## config.mk

```make
export PLATFORM = sky130hd
export DESIGN_NAME = comp_event_filter_flat
export DESIGN_NICKNAME = d
export VERILOG_FILES = /design/src/rtl/comp_event_filter_if.sv /design/src/rtl/comp_event_filter.sv /design/src/flat_wrapper.sv
export SDC_FILE = /design/constraint.sdc
export NUM_CORES = 1
export LEC_CHECK = 0
export BUFFER_PORTS_ARGS = -buffer_cell sky130_fd_sc_hd__clkbuf_2
export CAP_MARGIN = 20
export CORE_MARGIN = 2
export CORE_UTILIZATION = 35
export CTS_BUF_LIST = sky130_fd_sc_hd__clkbuf_8
export DETAILED_ROUTE_END_ITERATION = 10
export PLACE_DENSITY = 0.58
export SYNTH_ARGS = -nofsm -noshare
export SYNTH_HDL_FRONTEND = slang
export SYNTH_SLANG_ARGS = --single-unit
```

## constraint.sdc

```tcl
create_clock -name i_clk -period 4.4 [get_ports i_clk]
set_input_delay 0.22 -clock i_clk [delete_from_list [all_inputs] [get_ports i_clk]]
set_output_delay 0.22 -clock i_clk [all_outputs]
set_load 0.1 [all_outputs]
```

## src/rtl/comp_event_filter_if.sv

```systemverilog
// Bundles the comparator flag inputs, sample/clear controls and the filtered
// relation outputs of comp_event_filter.
interface comp_event_filter_if #(
   parameter int unsigned CNT_WIDTH = 8
) ();
   logic                 en;
   logic                 gt;
   logic                 eq;
   logic                 lt;
   logic                 clr;
   logic [1:0]           state;
   logic                 up_pulse;
   logic                 down_pulse;
   logic [CNT_WIDTH-1:0] cross_cnt;
   logic                 err;

   modport master (
      output en, gt, eq, lt, clr,
      input  state, up_pulse, down_pulse, cross_cnt, err
   );

   modport slave (
      input  en, gt, eq, lt, clr,
      output state, up_pulse, down_pulse, cross_cnt, err
   );
endinterface

```

## src/rtl/comp_event_filter.sv

```systemverilog
// Debounces comparator gt/eq/lt flags into a committed relation, with
// direction pulses, a saturating transition counter and a sticky error flag.
module comp_event_filter #(
   parameter int unsigned FILTER_LEN = 3,
   parameter int unsigned CNT_WIDTH  = 8
) (
   input logic                i_clk,
   input logic                i_rst_n,
   comp_event_filter_if.slave bus
);

   // Encoding doubles as rank: BELOW < EQUAL < ABOVE numerically.
   typedef enum logic [1:0] {
      RelUnknown = 2'b00,
      RelBelow   = 2'b01,
      RelEqual   = 2'b10,
      RelAbove   = 2'b11
   } rel_e;

   localparam int unsigned RunW = $clog2(FILTER_LEN + 1);

   rel_e                 r_state;
   rel_e                 r_cand;
   logic [RunW-1:0]      r_run;
   logic                 r_up;
   logic                 r_down;
   logic [CNT_WIDTH-1:0] r_cnt;
   logic                 r_err;

   logic [2:0]           w_flags;
   logic                 w_onehot;
   logic                 w_valid;
   logic                 w_invalid;
   rel_e                 w_code;
   rel_e                 w_cand_d;
   logic [RunW-1:0]      w_run_d;
   logic                 w_commit;
   logic                 w_rise;
   logic                 w_fall;
   logic                 w_inc;

   assign w_flags   = {bus.gt, bus.eq, bus.lt};
   assign w_onehot  = (w_flags == 3'b100) || (w_flags == 3'b010) || (w_flags == 3'b001);
   assign w_valid   = bus.en & w_onehot;
   assign w_invalid = bus.en & ~w_onehot;

   always_comb begin
      w_code = RelUnknown;
      unique case (w_flags)
         3'b100:  w_code = RelAbove;
         3'b010:  w_code = RelEqual;
         3'b001:  w_code = RelBelow;
         default: w_code = RelUnknown;
      endcase
   end

   always_comb begin
      w_cand_d = r_cand;
      w_run_d  = r_run;
      if (w_invalid) begin
         w_cand_d = RelUnknown;
         w_run_d  = '0;
      end else if (w_valid) begin
         if (w_code == r_cand) begin
            if (r_run < RunW'(FILTER_LEN)) begin
               w_run_d = r_run + RunW'(1);
            end
         end else begin
            w_cand_d = w_code;
            w_run_d  = RunW'(1);
         end
      end
   end

   // Commit uses the post-sample run so FILTER_LEN=1 commits on the sampling edge.
   assign w_commit = w_valid && (w_run_d == RunW'(FILTER_LEN)) && (w_cand_d != r_state);
   assign w_rise   = w_commit && (r_state != RelUnknown) && (w_cand_d > r_state);
   assign w_fall   = w_commit && (r_state != RelUnknown) && (w_cand_d < r_state);
   assign w_inc    = w_rise | w_fall;

   always_ff @(posedge i_clk or negedge i_rst_n) begin
      if (!i_rst_n) begin
         r_state <= RelUnknown;
         r_cand  <= RelUnknown;
         r_run   <= '0;
         r_up    <= 1'b0;
         r_down  <= 1'b0;
         r_cnt   <= '0;
         r_err   <= 1'b0;
      end else begin
         r_cand <= w_cand_d;
         r_run  <= w_run_d;
         r_up   <= w_rise;
         r_down <= w_fall;
         if (w_commit) begin
            r_state <= w_cand_d;
         end
         if (bus.clr) begin
            r_cnt <= '0;
         end else if (w_inc && (r_cnt != {CNT_WIDTH{1'b1}})) begin
            r_cnt <= r_cnt + CNT_WIDTH'(1);
         end
         // A fresh error outranks a clear in the same cycle.
         if (w_invalid) begin
            r_err <= 1'b1;
         end else if (bus.clr) begin
            r_err <= 1'b0;
         end
      end
   end

   assign bus.state      = r_state;
   assign bus.up_pulse   = r_up;
   assign bus.down_pulse = r_down;
   assign bus.cross_cnt  = r_cnt;
   assign bus.err        = r_err;

endmodule
```

## src/flat_wrapper.sv

```systemverilog
// flat-port wrapper written by rule: the top's interface ports become plain ports
module comp_event_filter_flat 
#(
   parameter int unsigned FILTER_LEN = 3,
   parameter int unsigned CNT_WIDTH  = 8
)
  (i_clk, i_rst_n, bus_en, bus_gt, bus_eq, bus_lt, bus_clr, bus_state, bus_up_pulse, bus_down_pulse, bus_cross_cnt, bus_err);
  comp_event_filter_if #(.CNT_WIDTH(CNT_WIDTH)) bus_i ();
  input logic i_clk;
  input logic i_rst_n;
  input wire logic [$bits(bus_i.en)-1:0] bus_en;
  input wire logic [$bits(bus_i.gt)-1:0] bus_gt;
  input wire logic [$bits(bus_i.eq)-1:0] bus_eq;
  input wire logic [$bits(bus_i.lt)-1:0] bus_lt;
  input wire logic [$bits(bus_i.clr)-1:0] bus_clr;
  output wire logic [$bits(bus_i.state)-1:0] bus_state;
  output wire logic [$bits(bus_i.up_pulse)-1:0] bus_up_pulse;
  output wire logic [$bits(bus_i.down_pulse)-1:0] bus_down_pulse;
  output wire logic [$bits(bus_i.cross_cnt)-1:0] bus_cross_cnt;
  output wire logic [$bits(bus_i.err)-1:0] bus_err;
  assign bus_i.en = bus_en;
  assign bus_i.gt = bus_gt;
  assign bus_i.eq = bus_eq;
  assign bus_i.lt = bus_lt;
  assign bus_i.clr = bus_clr;
  assign bus_state = bus_i.state;
  assign bus_up_pulse = bus_i.up_pulse;
  assign bus_down_pulse = bus_i.down_pulse;
  assign bus_cross_cnt = bus_i.cross_cnt;
  assign bus_err = bus_i.err;
  comp_event_filter #(.FILTER_LEN(FILTER_LEN), .CNT_WIDTH(CNT_WIDTH)) u_core (.i_clk(i_clk), .i_rst_n(i_rst_n), .bus(bus_i));
endmodule
```

# Yosys cells after proc, flatten, opt, wreduce, memory -nomap -nowiden
# Index checks and enable logic that the tools add are counted.
[op_classes]
addsub = 2
magnitude_cmp = 3
eq_ne = 7
mux = 12
n_bitwise = 4
reduce_logical = 11
[ops]
columns = ["op", "count"]
rows = [
  ["$mux W8", 2],
  ["$mux W2", 7],
  ["$add A8 B1 Y8 const B", 1],
  ["$ne A8 B8 Y1 const B", 1],
  ["$logic_and A1 B1 Y1", 6],
  ["$pmux W2 S3", 1],
  ["$reduce_bool A2 Y1", 3],
  ["$eq A3 B1 Y1 const B", 1],
  ["$eq A3 B2 Y1 const B", 1],
  ["$eq A3 B3 Y1 const B", 1],
  ["$add A2 B1 Y2 const B", 1],
  ["$and A1 B1 Y1", 2],
  ["$eq A2 B2 Y1", 1],
  ["$eq A2 B2 Y1 const B", 1],
  ["$gt A2 B2 Y1", 1],
  ["$logic_or A1 B1 Y1", 2],
  ["$lt A2 B2 Y1", 1],
  ["$lt A2 B2 Y1 const B", 1],
  ["$mux W1", 2],
  ["$ne A2 B2 Y1", 1],
  ["$not A1 Y1", 1],
  ["$or A1 B1 Y1", 1],
]
[totals]
register_bits = 17
inputBits = 7
out_inout_bits = 13
word_cells = 46

# Longest topological paths before layout
# Gate-level depths: netlist of run 1.
[depth]
depth_word = 15
mapped_depth = 12
depth_no_buf = 10

# Worst setup path before layout of run 1
# Ideal clock, no wire load.
[synth_path]
path_type = "reg-to-reg"
startpoint = "register u_core.r_state[1], in the netlist u_core.bus.state[1]"
endpoint = "register u_core.r_cnt[3], in the netlist u_core.bus.cross_cnt[3]"
setup_ns = 0.125
t_arrival_ns = 2.618
required_time_ns = 4.275
path_slack_ns = 1.658
path_stages_with_launch = 9
path_buffers = 1
synth_period_minus_slack_ns = 2.742
path_cell_list = "dfrtp_1 -> inv_1 -> ha_1 -> a2bb2oi_1 -> o2111ai_1 -> o21bai_1 -> buf_4 -> nor4b_1 -> mux2_2"
[synth_between]
elab_chain_len = 7
word_cells_on_any_way = 11
classes_between = "order compare: 2; eq/ne: 1; bitwise: 1; reduce/logical: 7"
[synth_rtl]
columns = ["item", "line_no", "source"]
rows = [
  ["start: declaration", "comp_event_filter.sv:22", "rel_e r_state;"],
  ["start signal: assignment", "comp_event_filter.sv:83", "r_state <= RelUnknown;"],
  ["start signal: assignment", "comp_event_filter.sv:96", "r_state <= w_cand_d;"],
  ["$ne A2 B2 Y1", "comp_event_filter.sv:76", "assign w_commit = w_valid && (w_run_d == RunW'(FILTER_LEN)) && (w_cand_d != r_state);"],
  ["$logic_and A1 B1 Y1", "comp_event_filter.sv:76", ""],
  ["$logic_and A1 B1 Y1", "comp_event_filter.sv:77, comp_event_filter.sv:78", ""],
  ["$logic_and A1 B1 Y1, on equally long branches", "comp_event_filter.sv:77, comp_event_filter.sv:78", ""],
  ["$or A1 B1 Y1 (*)", "comp_event_filter.sv:79", "assign w_inc = w_rise | w_fall;"],
  ["$logic_and A1 B1 Y1 (*)", "comp_event_filter.sv:100", "end else if (w_inc && (r_cnt != {CNT_WIDTH{1'b1}})) begin"],
  ["$reduce_bool A2 Y1 (no source line) (*)", "n/a", ""],
  ["end signal: assignment", "comp_event_filter.sv:101", "r_cnt <= r_cnt + CNT_WIDTH'(1);"],
  ["end: declaration", "comp_event_filter.sv:27", "logic [CNT_WIDTH-1:0] r_cnt;"],
]
# Every way passes the cells marked *; elsewhere a longest branch is shown, timed or not.
# A chain may end at the register's enable or synchronous reset.

# Worst setup path after layout of run 1
[layout_path]
startpoint = "input bus_gt"
endpoint = "register u_core.r_cnt[7], in the netlist u_core.bus.cross_cnt[7]"
[layout_between]
word_cells_on_any_way = 28
classes_between = "order compare: 2; eq/ne: 6; mux: 7; bitwise: 4; reduce/logical: 9"
[layout_rtl]
columns = ["item", "line_no", "source"]
rows = [
  ["start: declaration", "flat_wrapper.sv:12", "input wire logic [$bits(bus_i.gt)-1:0] bus_gt;"],
  ["$eq A3 B1 Y1, or another cell as far along", "comp_event_filter.sv:43, comp_event_filter.sv:49", ""],
  ["$pmux W2 S3 / $logic_or A1 B1 Y1 (equally long branches)", "comp_event_filter.sv:49, comp_event_filter.sv:43", ""],
  ["$eq A2 B2 Y1 / $logic_or A1 B1 Y1 (equally long branches)", "comp_event_filter.sv:64, comp_event_filter.sv:43", ""],
  ["$mux W2, or another cell as far along", "comp_event_filter.sv:64", "if (w_code == r_cand) begin"],
  ["$mux W2 / $and A1 B1 Y1 (equally long branches)", "comp_event_filter.sv:63, comp_event_filter.sv:45", ""],
  ["$mux W2 (*)", "comp_event_filter.sv:60", "if (w_invalid) begin"],
  ["via u_core.w_cand_d[0]", "comp_event_filter.sv:35", "rel_e w_cand_d;"],
  ["$ne A2 B2 Y1", "comp_event_filter.sv:76", ""],
  ["$logic_and A1 B1 Y1", "comp_event_filter.sv:76", ""],
  ["$logic_and A1 B1 Y1", "comp_event_filter.sv:77, comp_event_filter.sv:78", ""],
  ["$logic_and A1 B1 Y1, on equally long branches", "comp_event_filter.sv:77, comp_event_filter.sv:78", ""],
  ["$or A1 B1 Y1 (*)", "comp_event_filter.sv:79", ""],
  ["$logic_and A1 B1 Y1 (*)", "comp_event_filter.sv:100", ""],
  ["$reduce_bool A2 Y1 (no source line) (*)", "n/a", ""],
]
# Mark *: on every way through the listed nets, which the timed path passes. The rest lies on a longest branch.

==> flow_summary_export.csv, run 1 <==
group,metric,value,unit
critical_path,r2r_start,"u_core.r_cand[1]",
synth,synth_top_area_share,37.6,%
global_route,grt_pass1_wl,3.54,mm
route,vias,884,
outcome,status,"completed",
synth,synth_area_leaders,"dfrtp_1 38%, mux2_4 6.6%, nor2b_1 3.9%",
critical_path,end_kind,"register",
critical_path,startpoint_type,"input pin",
final_layout,drive_gt1_share,31.0,%
critical_path,worstPathArrival,2.93,ns
route,drt_iter0_drc,20,
sta,fmax,0.364,GHz
sta,timing.final.crit_share,62.4,%
clock_network,numCtsBuffers,3,
sta,hold_viol,0,
place,dp_cells,168,
clock_network,cts_tree,"built",
power,max-vdd-ir-drop,0.175,mV
sta,rsz0062_at_grt,"no",
floorplanning,rows,20,
route,routed_wirelength,2.15,mm
sta,min_period,2.75,ns
synth,ys_seq_area_share,37.6,%
critical_path,required,4.58,ns
synth,synth-edff-count,0,
critical_path,worstPathMaxFanout,11,
clock_network,worstSkewPairLatency,0.25,ns
clock_network,cts_sinks,17,
place,gp_congestion,0.747,
sta,worst_pin_slew,0.967,ns
synth,synthCells,111,
critical_path,r2r_setup_slack,1.71,ns
synth,synthArstFlopShare,100,%
sta,setup_ws,1.65,ns
worst_hold_path,worstHoldStart,"bus_en",
final_layout,diodes,0,
route,ant_nets,0,
synth,yosysUniqueCellTypes,44,
synth,syn_nets,121,
critical_path,rr_worst_depth,7,
synth,ys_ff_latch,17,
flow_run,maxCapViolCount,0,
worst_hold_path,hold_end,"u_core.bus.err",
sta,setup_viol,0,
floorplanning,die_area,3710,um^2
global_route,track_usage,13.0,%
place,dp_hpwl,1.62,mm
synth,avgSynthCellArea,10.2,um^2
critical_path,r2r_end,"u_core.bus.cross_cnt[7]",
floorplanning,io_pins,20,
final_layout,fin_nets,140,
clock_network,cts-resized-gates,0,
clock_network,clock_path_buffers,2,
final_layout,fin_area,1280,um^2
global_route,grt_pass1_vias,780,
synth,yosys_warnings,0,
global_route,antenna_found_initial,0,
sta,maxSlewViolCount,0,
route,vias_per_cell,5.11,
synth,synth_flop_cell,"dfrtp_1",
place,dp_slack,1.40,ns
final_layout,instances_no_fill,173,
floorplanning,fp.coreArea,3080,um^2
clock_network,clk_pin_slew,0.06,ns
floorplanning,dieWidth,60.9,um
final_layout,layout-area-overhead-vs-synth,13.5,%
critical_path,path_cells,"clkbuf_2 -> xor2_1 -> nor2b_1 -> mux2_2 -> inv_1 -> ha_1 -> a2bb2oi_1 -> o2111ai_1 -> o21bai_1 -> or4_2 -> a21oi_1",
power,p_leak,0.563,nW
synth,syn_area,1130,um^2
global_route,grt_max_degree,18,
floorplanning,dieHeight,60.9,um
place,port_buffers,19,
route,firstDrtPassIters,4,
clock_network,cts-htree-levels,1,
sta,tns,0,ns
critical_path,slowest_stage,"or4_2",
sta,slew_headroom,35.4,%
floorplanning,initial_utilization,36.8,%
route,drcViolationCount,0,
power,pwr_density_cell,383,nW/um^2
critical_path,path_class,"input pin to register",
sta,skew,0.00216,ns
worst_hold_path,worstHoldPathCells,3,
route,wl_per_cell,12.4,um
synth,yosys.area.top_type,"dfrtp_1",
critical_path,cpPeakStageDelay,0.70,ns
worst_hold_path,hold_class,"input pin to register",
place,place_area,1230,um^2
global_route,grt-ovfl-total,0,
clock_network,root_buffer,"clkbuf_8",
## worst max-delay path by stage
stage,startpoint,to,slack (ns),cells after the start
floorplan,u_core.bus.state[1],u_core.bus.cross_cnt[3],1.66,8
CTS,bus_gt,u_core.bus.cross_cnt[7],1.65,11
global placement,bus_gt,u_core.bus.cross_cnt[7],1.46,11
global route,bus_gt,u_core.bus.cross_cnt[7],1.38,11
detailed placement,bus_gt,u_core.bus.cross_cnt[7],1.40,11
finish,bus_gt,u_core.bus.cross_cnt[7],1.65,11
## critical path, delay by kind of cell
family,cells,cell delay (ns)
compound gates,4,0.83
simple gates,2,0.94
fa+ha+maj,1,0.26
mux,1,0.20
buf+inv,2,0.24
xor+xnor,1,0.23
## cell type report
type | count | area (um^2)
clock inverter | 1 | 3.75
tap | 44 | 55.1
sequential | 17 | 425
timing repair buffer | 20 | 105
fill | 313 | 1790
clock buffer | 3 | 41.3
multi-input combinational | 82 | 632
inverter | 6 | 22.5
## per-layer routing
layer | vias to the layer above | part of all wire, % | track usage [%] | routed length [um]
met3 | 2 | 4.3 | 3.84 | 92
met2 | 19 | 45 | 19.7 | 965
met4 | 0 | 0.75 | 3.73 | 16
met5 | - | 0 | 0 | 0
met1 | 424 | 50 | 18.2 | 1070
li1 | 439 | - | - | -
## cell usage after synthesis (2+ instances only)
cell type and n:
nor2_1 10, and3_1 2, mux2_2 3, inv_1 6, o22ai_1 2, o2111ai_1 2
nor2b_1 7, dfrtp_1 17, buf_4 2, nand2b_1 4, a21oi_1 6, mux2_4 5
ha_1 3, nor3_2 2, o21ai_0 4, buf_6 3, nor4_2 2, nand2_1 2
nor3_1 2, nand3_1 3
## placed cells by master, fill, tap and decap left out, types with 2 or more instances in the layout
cell	n
o2111ai_1	2
nand3_1	3
nor3_2	2
clkbuf_2	19
dfrtp_1	17
and3_1	2
inv_1	7
nor4_2	2
clkbuf_8	3
nor3_1	2
o21ai_0	4
ha_1	3
nand2b_1	4
nor2b_1	7
nand2_1	2
mux2_4	5
o22ai_1	2
nor2_1	10
mux2_2	3
a21oi_1	6
## flip-flops by register name, indices dropped and copies added, names as in the netlist
| register | cells |
|---|---|
| u_core.bus.cross_cnt | 8 |
| u_core.bus.down_pulse | 1 |
| u_core.bus.err | 1 |
| u_core.bus.state | 2 |
| u_core.bus.up_pulse | 1 |
| u_core.r_cand | 2 |
| u_core.r_run | 2 |
## power breakdown
part	internal [W]	switching, W	leakage [nW]	total, W
clock	0.0000619	0.0000520	0.0269	0.000114
combinational	0.0000453	0.000146	0.310	0.000191
sequential	0.000172	0.0000152	0.227	0.000187
total	0.000279	0.000213	0.563	0.000492
## per-stage QoR
step                      utilization [%]  power, W  hold slack (ns)
after floorplan                         -  0.000349          -0.0756
after global placement               40.0  0.000380            0.176
after detailed placement             40.0  0.000381            0.177
after CTS                            41.7  0.000498            0.302
after global routing                 41.7  0.000524            0.321
final                                41.7  0.000492            0.315
## kinds of logic (layout without fill, tap and decap cells)
| group | after synthesis | after routing | share of synthesized area (%) |
|---|---|---|---|
| buf+inv | 12 | 30 | 6.63 |
| compound gates | 21 | 21 | 12.7 |
| xor+xnor | 2 | 2 | 1.55 |
| flops | 17 | 17 | 37.6 |
| simple gates | 47 | 47 | 27.7 |
| fa+ha+maj | 3 | 3 | 3.32 |
| mux | 9 | 9 | 10.5 |
## timing repair
action                    in CTS  in global routing
setup buffers                  0                  0
hold buffers                   1                  0
hold endpoints to repair      17                  0
(Power assumes the default switching activity.)
==> run 2: changes to the inputs <==
--- a/config.mk
+++ b/config.mk
@@ -5,13 +5,14 @@
 export SDC_FILE = /design/constraint.sdc
 export NUM_CORES = 1
 export LEC_CHECK = 0
+export ABC_AREA = 1
 export BUFFER_PORTS_ARGS = -buffer_cell sky130_fd_sc_hd__clkbuf_2
 export CAP_MARGIN = 20
 export CORE_MARGIN = 2
 export CORE_UTILIZATION = 35
 export CTS_BUF_LIST = sky130_fd_sc_hd__clkbuf_8
 export DETAILED_ROUTE_END_ITERATION = 10
-export PLACE_DENSITY = 0.58
+export PLACE_DENSITY = 0.59
 export SYNTH_ARGS = -nofsm -noshare
 export SYNTH_HDL_FRONTEND = slang
 export SYNTH_SLANG_ARGS = --single-unit
==> constraint.sdc (replaced) <==
create_clock -name i_clk -period 2.57 [get_ports i_clk]
set_input_delay 0.1285 -clock i_clk [delete_from_list [all_inputs] [get_ports i_clk]]
set_output_delay 0.1285 -clock i_clk [all_outputs]
set_load 0.1 [all_outputs]
==> flow_summary_export.csv, run 2 <==
group,metric,value,unit
route,wl_per_cell,11.7,um
floorplanning,fp.coreArea,2980,um^2
final_layout,final_common_cell,"nand2_1",
final_layout,layout_common_cells,"22 x nand2_1, 19 x clkbuf_2, 18 x inv_1, 17 x dfrtp_1, 16 x nand3_1",
synth,synth_top_area_share,40.0,%
floorplanning,initial_utilization,35.8,%
route,wl_met3,68,um
power,p_sw_share,42.2,%
synth,avgSynthCellArea,8.19,um^2
synth,ys_ff_latch,17,
clock_network,cts-resized-gates,0,
global_route,grt-ovfl-total,0,
floorplanning,dieHeight,59.2,um
route,routed_wirelength,2.18,mm
final_layout,fin_nets,164,
critical_path,worstPathArrival,2.11,ns
power,combPwrFrac,34.9,%
route,m1WireLength,993,um
final_layout,layout-area-overhead-vs-synth,17.5,%
route,dr.max_layer_used,"met4",
critical_path,end_kind,"register",
clock_network,worstSkewPairLatency,0.26,ns
route,met2WireLength,1.07,mm
final_layout,diodes,0,
sta,tns,0,ns
synth,synthCells,130,
route,vias,936,
synth,ys_seq_area_share,40.0,%
power,power_frac_clock,25.9,%
synth,syn_area,1060,um^2
sta,setup_viol,0,
flow_run,maxCapViolCount,0,
sta,slew_headroom,64.0,%
floorplanning,io_pins,20,
power,max-vdd-ir-drop,0.233,mV
synth,synth_flop_cell,"dfrtp_1",
sta,rsz0062_at_grt,"no",
clock_network,clk_pin_slew,0.07,ns
sta,skew,0.00297,ns
power,netSwitchingPower,0.000331,W
global_route,grt_pass1_vias,892,
synth,synth_area_leaders,"dfrtp_1 40%, nand2_1 7.8%, nand3_1 7.5%",
power,p_int,0.000452,W
clock_network,root_buffer,"clkbuf_8",
place,gp_congestion,0.803,
clock_network,cts_tree,"built",
synth,yosys.area.top_type,"dfrtp_1",
route,vias_per_cell,5.03,
sta,min_period,1.97,ns
sta,hold_viol,0,
sta,timing.final.crit_share,76.7,%
clock_network,clock_path_buffers,2,
power,seq_power_share,39.2,%
synth,synthArstFlopShare,100,%
floorplanning,rows,20,
sta,fmax,0.507,GHz
final_layout,n_fill_cell,297,
critical_path,required,2.71,ns
global_route,grt_max_degree,18,
global_route,grt_pass1_wl,3.80,mm
critical_path,path_class,"register to register",
place,dp_cells,181,
critical_path,startpoint_type,"register",
place,dp_hpwl,1.65,mm
final_layout,drive_gt1_share,28.1,%
floorplanning,die_area,3500,um^2
global_route,track_usage,14.2,%
synth,synth-edff-count,0,
synth,syn_nets,140,
route,drt_iter0_drc,45,
clock_network,post_cts_buffers,0,
outcome,status,"completed",
synth,synth_common_cells,"22 x nand2_1, 17 x dfrtp_1, 17 x inv_1",
final_layout,largest_register_ffs,8,
clock_network,numCtsBuffers,3,
critical_path,worstPathMaxFanout,8,
place,port_buffers,19,
power,p_leak,0.705,nW
synth,synth_most_common_cell,"nand2_1",
synth,yosysUniqueCellTypes,21,
sta,holdWs,0.247,ns
sta,worst_pin_slew,0.542,ns
sta,maxSlewViolCount,0,
floorplanning,dieWidth,59.2,um
clock_network,cts_sinks,17,
route,drcViolationCount,0,
synth,yosys_warnings,0,
final_layout,instances_no_fill,186,
clock_network,cts-htree-levels,1,
worst_hold_path,hold_class,"input pin to register",
route,ant_nets,0,
route,firstDrtPassIters,4,
power,pwr_density_cell,625,nW/um^2
global_route,antenna_found_initial,0,
run 2: cell count changes in the layout (fill, tap and decap cells not counted), moves of 3 or more:
cell,previous run,this run
xor2_1,1,5
inv_1,7,18
nand3_1,3,16
nand2b_1,4,0
inv_2,0,5
mux2_2,3,0
nand2_1,2,22
mux2_4,5,0
nand2_2,0,5
nand3_2,0,5
nor2b_1,7,0
nand4_1,1,9
run 2: metal layers:
metal,vias to the layer above,global-route usage (%)
met3,5,2.62
li1,474,-
met4,0,6.82
met2,17,24.6
met1,440,16.9
met5,-,0
run 2: path summary, 6_finish.rpt:
kind                                  startpoint  slack, ns                       to  cells after the start
worst max-delay path            u_core.r_cand[1]       0.60  u_core.bus.cross_cnt[6]                      9
worst min-delay path                      bus_en       0.25           u_core.bus.err                      3
worst max register to register  u_core.r_cand[1]       0.60  u_core.bus.cross_cnt[6]                      9
worst min register to register    u_core.bus.err       0.48           u_core.bus.err                      2
max in group asynchronous                i_rst_n       1.93      u_core.bus.state[0]                      2
min in group asynchronous                i_rst_n       0.34  u_core.bus.cross_cnt[4]                      2
run 2: kinds of logic (layout without fill, tap and decap cells):
kind of cell / Yosys count / after routing / synth area share (%)
AO/OA/AOI/OAI: 7 / 7 / 3.29
adder cells (fa/ha/maj): 3 / 3 / 3.53
AND/OR/NAND/NOR: 74 / 74 / 40.5
XOR/XNOR: 5 / 5 / 4.11
buffers and inverters: 24 / 47 / 8.58
flip-flops: 17 / 17 / 40.0
run 2: power by group through the flow:
stage / sequential [W] / combinational (W) / clock [W]
after detailed placement: 0.000312 / 0.000274 / 0
after global routing: 0.000311 / 0.000295 / 0.000217
after global placement: 0.000312 / 0.000271 / 0
final: 0.000307 / 0.000273 / 0.000202
after floorplan: 0.000426 / 0.000107 / 0
after CTS: 0.000307 / 0.000276 / 0.000208
run 2: critical path: stages, from the launching register on:
cell and delay (ns):
dfrtp_1 0.35, inv_1 0.05, o21ai_0 0.31, ha_1 0.32, nand2_1 0.09, nand4_2 0.18
nor2_4 0.18, nand3_2 0.19, nand3_1 0.12, nand2_1 0.08
run 2: final cells by class:
type	count	area, um^2	share of cell area, %
Timing Repair Buffer	20	105	8.40
Clock buffer	3	41.3	3.30
Sequential cell	17	425	34.0
Multi-Input combinational cell	89	548	43.8
Clock inverter	1	3.75	0.300
Tap cell	33	41.3	3.30
Inverter	23	86.3	6.90
run 2: per-stage QoR:
stage	total power, W	util (%)	setup WS, ns	area, um^2
final	0.000782	42.0	0.599	1250
after global placement	0.000583	40.2	0.461	1200
after detailed placement	0.000586	40.2	0.345	1200
after floorplan	0.000533	-	0.241	1060
after global routing	0.000823	42.0	0.364	1250
after CTS	0.000791	42.0	0.560	1250
run 2: what timing repair did:
item | in CTS | in global routing
endpoints found under the hold margin | 17 | 0
hold buffers | 1 | 0
setup endpoints to repair | 0 | 0
